## src/rtl/pipe_ctrl.sv

```systemverilog
// Pipeline sequencer: merges EX redirect, multi-cycle EX, ID load-use and bus stall
// requests into PC / IF-ID / ID-EX hold, flush and redirect controls.
module pipe_ctrl #(
  parameter int MULTI_CYC = 4,
  parameter int CNT_W     = 6
) (
  input  logic        clk,
  input  logic        rst,
  input  logic        jump_en_i,
  input  logic [31:0] jump_addr_i,
  input  logic        mc_start_i,
  input  logic        load_use_i,
  input  logic        bus_stall_i,
  output logic        pc_jump_en_o,
  output logic [31:0] pc_jump_addr_o,
  output logic        pc_hold_o,
  output logic        if_id_hold_o,
  output logic        if_id_flush_o,
  output logic        id_ex_hold_o,
  output logic        id_ex_flush_o,
  output logic        mc_done_o,
  output logic [31:0] stall_cycles_o
);

  typedef enum logic [1:0] {
    RUN      = 2'd0,
    MC_BUSY  = 2'd1,
    JMP_PEND = 2'd2
  } state_t;

  state_t             r_state;
  state_t             w_next_state;
  logic [CNT_W-1:0]   r_cnt;
  logic [CNT_W-1:0]   w_next_cnt;
  logic [31:0]        r_pend_addr;
  logic [31:0]        w_next_pend_addr;
  logic [31:0]        r_stall_cycles;

  // NOTE: every signal written here gets a default first, so no path can infer a latch.
  always_comb begin
    w_next_state     = r_state;
    w_next_cnt       = r_cnt;
    w_next_pend_addr = r_pend_addr;
    pc_jump_en_o     = 1'b0;
    pc_jump_addr_o   = 32'd0;
    pc_hold_o        = 1'b0;
    if_id_hold_o     = 1'b0;
    if_id_flush_o    = 1'b0;
    id_ex_hold_o     = 1'b0;
    id_ex_flush_o    = 1'b0;
    mc_done_o        = 1'b0;

    case (r_state)
      RUN: begin
        if (bus_stall_i) begin
          pc_hold_o    = 1'b1;
          if_id_hold_o = 1'b1;
          id_ex_hold_o = 1'b1;
          // A redirect seen while the bus is stalled is parked until the stall clears.
          if (jump_en_i) begin
            w_next_pend_addr = jump_addr_i;
            w_next_state     = JMP_PEND;
          end
        end else if (jump_en_i) begin
          pc_jump_en_o   = 1'b1;
          pc_jump_addr_o = jump_addr_i;
          if_id_flush_o  = 1'b1;
          id_ex_flush_o  = 1'b1;
        end else if (mc_start_i) begin
          pc_hold_o    = 1'b1;
          if_id_hold_o = 1'b1;
          id_ex_hold_o = 1'b1;
          w_next_cnt   = CNT_W'(MULTI_CYC - 2);
          w_next_state = MC_BUSY;
        end else if (load_use_i) begin
          pc_hold_o     = 1'b1;
          if_id_hold_o  = 1'b1;
          id_ex_flush_o = 1'b1;
        end
      end

      MC_BUSY: begin
        pc_hold_o    = 1'b1;
        if_id_hold_o = 1'b1;
        id_ex_hold_o = 1'b1;
        if (!bus_stall_i) begin
          if (r_cnt == '0) begin
            mc_done_o    = 1'b1;
            w_next_state = RUN;
          end else begin
            w_next_cnt = r_cnt - 1'b1;
          end
        end
      end

      JMP_PEND: begin
        pc_jump_addr_o = r_pend_addr;
        if (bus_stall_i) begin
          pc_hold_o    = 1'b1;
          if_id_hold_o = 1'b1;
          id_ex_hold_o = 1'b1;
        end else begin
          pc_jump_en_o  = 1'b1;
          if_id_flush_o = 1'b1;
          id_ex_flush_o = 1'b1;
          w_next_state  = RUN;
        end
      end

      default: w_next_state = RUN;
    endcase

    if (rst) begin
      pc_jump_en_o   = 1'b0;
      pc_jump_addr_o = 32'd0;
      pc_hold_o      = 1'b0;
      if_id_hold_o   = 1'b0;
      if_id_flush_o  = 1'b0;
      id_ex_hold_o   = 1'b0;
      id_ex_flush_o  = 1'b0;
      mc_done_o      = 1'b0;
    end
  end

  // NOTE: state updates use non-blocking assignments so every register samples pre-edge values.
  always_ff @(posedge clk) begin
    if (rst) begin
      r_state        <= RUN;
      r_cnt          <= '0;
      r_pend_addr    <= 32'd0;
      r_stall_cycles <= 32'd0;
    end else begin
      r_state     <= w_next_state;
      r_cnt       <= w_next_cnt;
      r_pend_addr <= w_next_pend_addr;
      if (pc_hold_o)
        r_stall_cycles <= r_stall_cycles + 32'd1;
    end
  end

  assign stall_cycles_o = rst ? 32'd0 : r_stall_cycles;

`ifndef SYNTHESIS
  a_no_mc_with_jump: assert property (@(posedge clk) disable iff (rst)
    !(mc_start_i && jump_en_i));
`endif

endmodule

```

## config.mk

```make
export PLATFORM = sky130hd
export DESIGN_NAME = pipe_ctrl
export DESIGN_NICKNAME = d
export VERILOG_FILES = /design/src/rtl/pipe_ctrl.sv
export SDC_FILE = /design/constraint.sdc
export NUM_CORES = 1
export LEC_CHECK = 0
export ABC_CLOCK_PERIOD_IN_PS = 3150
export CORE_AREA = 2 2 127 92
export DETAILED_ROUTE_END_ITERATION = 8
export DIE_AREA = 0 0 129 94
export PLACE_DENSITY_LB_ADDON = 0.2
export SLEW_MARGIN = 5
export SYNTH_ARGS = -nofsm -noshare
export SYNTH_HDL_FRONTEND = slang
export SYNTH_SLANG_ARGS = --single-unit
```

## constraint.sdc

```tcl
create_clock -name clk -period 3.15 [get_ports clk]
set_input_delay 0.4725 -clock clk [delete_from_list [all_inputs] [get_ports clk]]
set_output_delay 0.4725 -clock clk [all_outputs]
set_load 0.02 [all_outputs]
```

Word level (Yosys, flattened, before mapping)
Cells that the tools add are included.
Widths: inputs -> output; s select.
{"block": "word_totals", "regBits": 72, "output_inout_bits": 71, "mem_bits_ro": 0, "memories": 0, "word_cells": 69, "latchBits": 0, "ram_bits": 0, "inputBits": 38}
{"block": "classes", "n_bitwise": 0, "add_sub_neg": 2, "n_shift": 0, "magnitude_cmp": 0, "n_mul": 0, "reduce_logical": 6, "div_mod_pow": 0, "eq_ne": 12, "muxes": 45}
{"operator": "$mux 32", "count": 4}
{"operator": "$pmux 32 s2", "count": 1}
{"operator": "$add 32x1->32 const B", "count": 1}
{"operator": "$mux 6", "count": 5}
{"operator": "$mux 1", "count": 22}
{"operator": "$mux 2", "count": 7}
{"operator": "$ne 2x2->1 const B", "count": 7}
{"operator": "$pmux 6 s2", "count": 1}
{"operator": "$reduce_and 6->1", "count": 2}
{"operator": "$ne 3x3->1 const B", "count": 3}
{"operator": "$logic_not 6->1", "count": 1}
{"operator": "$pmux 1 s3", "count": 2}
{"operator": "$pmux 2 s3", "count": 1}
{"operator": "$sub 6x1->6 const B", "count": 1}
{"operator": "$pmux 1 s2", "count": 2}
{"operator": "$reduce_and 3->1", "count": 1}
{"operator": "$eq 2x1->1 const B", "count": 1}
{"operator": "$eq 2x2->1 const B", "count": 1}
{"operator": "$logic_not 2->1", "count": 1}
{"operator": "$reduce_bool 2->1", "count": 1}

Depth between registers and ports, before layout
{"block": "depth", "ltp_word": 6, "depth_mapped": 6, "depth_no_buf": 6}

Least setup slack after synthesis
Ideal clock, no wire load.
{"block": "synth_path", "path_type": "input-to-output", "start": "in bus_stall_i", "end": "out pc_jump_addr_o[10]", "arrival_time_ns": 1.954, "n_path_buf": 2, "required_ns": 2.677, "cell_stages": 6, "setup_slack_ns": 0.724, "path_cell_list": "clkbuf_1 or2_2 nor3_1 clkbuf_1 a22oi_1 nor2_1"}
{"block": "synth_between", "elab_chain_cells": 3}
{"item": "start: declaration", "line_no": "13", "text": "input logic bus_stall_i,"}
{"item": "$mux 32", "line_no": "55", "text": "if (bus_stall_i) begin"}
{"item": "$pmux 32 s2", "line_no": "53", "text": "case (r_state)"}
{"item": "$mux 32", "line_no": "113", "text": "if (rst) begin"}
{"item": "end: declaration", "line_no": "15", "text": "output logic [31:0] pc_jump_addr_o,"}
Every way passes these cells.

Worst setup path in the final report
{"block": "layout_path", "start": "in bus_stall_i", "end": "out pc_jump_addr_o[30]"}
The elaborated chain is that of the path after synthesis.

==> impl_metrics.csv <==
group,metric,value,unit
status,outcome,"finished clean",
setup_path,critPathKind,"in -> out",
floorplan,io_pins,109,
clock_tree,cts.reportedPaths.clkPinSlew,50,ps
pwr,leakagePower,1.77,nW
sta,rsz0062_at_grt,"false",
synthesis,synth_fp_nets,539,
setup_path,crit_family,"buffers and inverters",
synthesis,synth.area.top_cells,"dfxtp_1 39%, nand2_1 8.0%, nor2_1 6.7%, a22oi_1 6.4%, a21oi_1 6.3%",
synthesis,synth_top_flop_cell,"dfxtp_1",
global_routing,grt_pass1_wl,17400,um
floorplan,row_count,32,
setup_path,start_kind,"input pin",
global_routing,first_global_vias,3649,
clock_tree,cts_hold_buf,0,
sta,finalHoldViolCount,0,
sta,slew_viol_final,0,
floorplan,core,0.0109,mm2
clock_tree,cts-root-buf,"clkbuf_16",
clock_tree,cts_sinks,72,
synthesis,synth.distinct_cells,41,
sta,setup_viol,0,
synthesis,async_flop_share,0,
sta,tightest_slew,814,ps
floorplan,die_w,129,um
routing,finalWirelength,10500,um
setup_path,critPathBufInv,3,
placement,io_buffers,108,
setup_path,cp.arrival,2510,ps
routing,antenna_left,0,
placement,finalWeightedCongestion,0.808,
synthesis,ys_seq_area_frac,0.386,
clock_tree,clock_latency,320,ps
sta,min_period,2980,ps
worst_hold_path,min_path_type,"reg -> reg",
synthesis,netlist_area,0.00373,mm2
setup_path,cp_max_fo,32,
routing,drt_iter0_markers,197,
synthesis,synth.most_common_cell,"nand2_1",
global_routing,grt_max_degree,41,
floorplan,start_util,0.344,
synthesis,synth_area_per_cell,7.50,um2
floorplan,die_area,0.0121,mm2
floorplan,dieHeight,94,um
sta,fin_skew,6.19,ps
global_routing,grt-ovfl-total,0,
setup_path,endpoint_kind,"output pin",
placement,dp.final_hpwl,7390,um
global_routing,track_usage,0.178,
sta,totalNegativeSetupSlack,0,ps
setup_path,cpPeakStageDelay,630,ps
clock_tree,ctsResizeCount,0,
setup_path,critical-path-slowest-cell,"clkdlybuf4s50_1",
cells_and_area,fin_util,0.486,
setup_path,path_cells,"clkdlybuf4s50_1 -> or2_2 -> nor3_2 -> buf_12 -> a22oi_1 -> nor2_1 -> clkdlybuf4s50_1",
synthesis,ys_top_cells_by_count,"80 x nand2_1, 72 x dfxtp_1, 67 x nor2_1",
routing,drtPass1Iterations,4,
clock_tree,cts_max_level,3,
routing,wl_per_cell,14.0,um
global_routing,antenna_found_initial,0,
setup_path,critical_path_required,2680,ps
synthesis,synthCells,498,
clock_tree,post_cts_buffers,0,
setup_path,cpMostUsedCell,"clkdlybuf4s50_1",
synthesis,ys_ff_latch,72,
pwr,power_density,447,mW/mm2
sta,worst_slew_margin_rel,0.452,
sta,max_freq,336,MHz
cells_and_area,syn_to_final_growth,41.3,%
run,maxCapViolCount,0,
sta,min_period_over_period,0.945,
routing,drc,0,
cells_and_area,layout-drive-gt1-share,0.0671,
pwr,ir_drop,0.000286,V
cells_and_area,fin_nets,632,
clock_tree,max-clock-path-buffers,2,
cells_and_area,multi_input_area,0.00212,mm2
clock_tree,numCtsBuffers,9,
clock_tree,cts_tree,"yes",
synthesis,yosysTopAreaCell,"dfxtp_1",
routing,via_per_inst,5.01,
routing,dr_total_vias,3756,
synthesis,yosys_warnings,0,
cells_and_area,antenna_cells,0,
synthesis,synth_top_area_frac,0.386,
cells_and_area,nFillCells,1071,
synthesis,synth_edf_count,0,
cells_and_area,seq_area,0.00144,mm2
## state kept, by name, summed over array words and instances, names as in the netlist
signal          count
r_cnt               6
r_pend_addr        32
r_stall_cycles     32
r_state             2
## per-stage QoR
step           worst slack [ps]  total power (W)  area, um2  hold WS (ps)  std cells
2_1_floorplan               724          0.00115       3730           437        498
3_3_place_gp                205          0.00129       4950           442        733
3_5_place_dp                211          0.00129       4950           450        733
4_1_cts                     208          0.00239       5280           457        749
5_1_grt                    60.2          0.00247       5280           477        749
6_report                    172          0.00236       5280           455        749
## routing by layer
layer / track usage / wire length, um / share of wire
met4: 0.0553 / 136 / 0.013
met2: 0.280 / 4870 / 0.47
met3: 0.0387 / 433 / 0.041
met1: 0.243 / 5030 / 0.48
met5: 0 / 0 / 0
## final timing paths
kind,startpoint,end,cells past startpoint,slack [ps]
setup / recovery,bus_stall_i,pc_jump_addr_o[30],7,170
hold / removal,r_pend_addr[7],r_pend_addr[7],2,460
setup reg to reg,r_state[0],r_stall_cycles[28],6,650
hold reg to reg,r_pend_addr[7],r_pend_addr[7],2,460
## tightest hold or removal path, cell delays in order (launching register included)
cell,delay (ps)
dfxtp_1,310
nand2_1,50
a21oi_1,50
## cell usage in the layout (no fill, tap or decap), types with 2 or more instances in the layout
cell	Yosys	layout
a311oi_1	2	2
nand2_1	80	80
a22oi_1	32	32
nor2_1	67	67
and4_1	3	3
a211oi_1	3	3
clkinv_2	0	3
and3_1	2	2
xor2_1	14	14
clkdlybuf4s50_1	0	107
o21ai_0	10	10
xnor2_1	8	8
nor4_1	7	7
o31ai_1	3	3
bufinv_16	0	2
clkbuf_16	0	9
a21oi_1	47	47
or4_1	4	4
inv_1	6	6
nor3_1	12	11
nor2b_1	32	31
dfxtp_1	72	72
buf_4	2	12
or2_2	2	2
or3_1	4	4
nand4_1	16	16
nand2b_1	4	4
nand3_1	13	13
ha_1	3	3
mux2_2	2	2
## final cells by class
type                       count  area share
timing repair buffer         120       0.224
inverter                       6     0.00427
sequential                    72       0.273
multi-input combinational    382       0.401
tap                          153      0.0363
clock buffer                  10      0.0453
clock inverter                 6      0.0157
## logic make-up (layout without fill, tap and decap cells)
group / count (synthesis) / count (layout) / synth area share
compound gates: 104 / 104 / 0.176
flops: 72 / 72 / 0.386
xor+xnor: 22 / 22 / 0.0516
simple gates: 251 / 251 / 0.320
fa+ha+maj: 3 / 3 / 0.0101
buf+inv: 44 / 142 / 0.0503
mux: 2 / 2 / 0.00603
## where the power goes
group | switching [W] | internal [W] | total (W) | leakage, nW
Clock | 0.000376 | 0.000710 | 0.00109 | 0.158
Combinational | 0.000171 | 0.000137 | 0.000308 | 1.02
Sequential | 0.0000255 | 0.000940 | 0.000965 | 0.584
Total | 0.000573 | 0.00179 | 0.00236 | 1.77
Power figures use the tool's default switching activity.
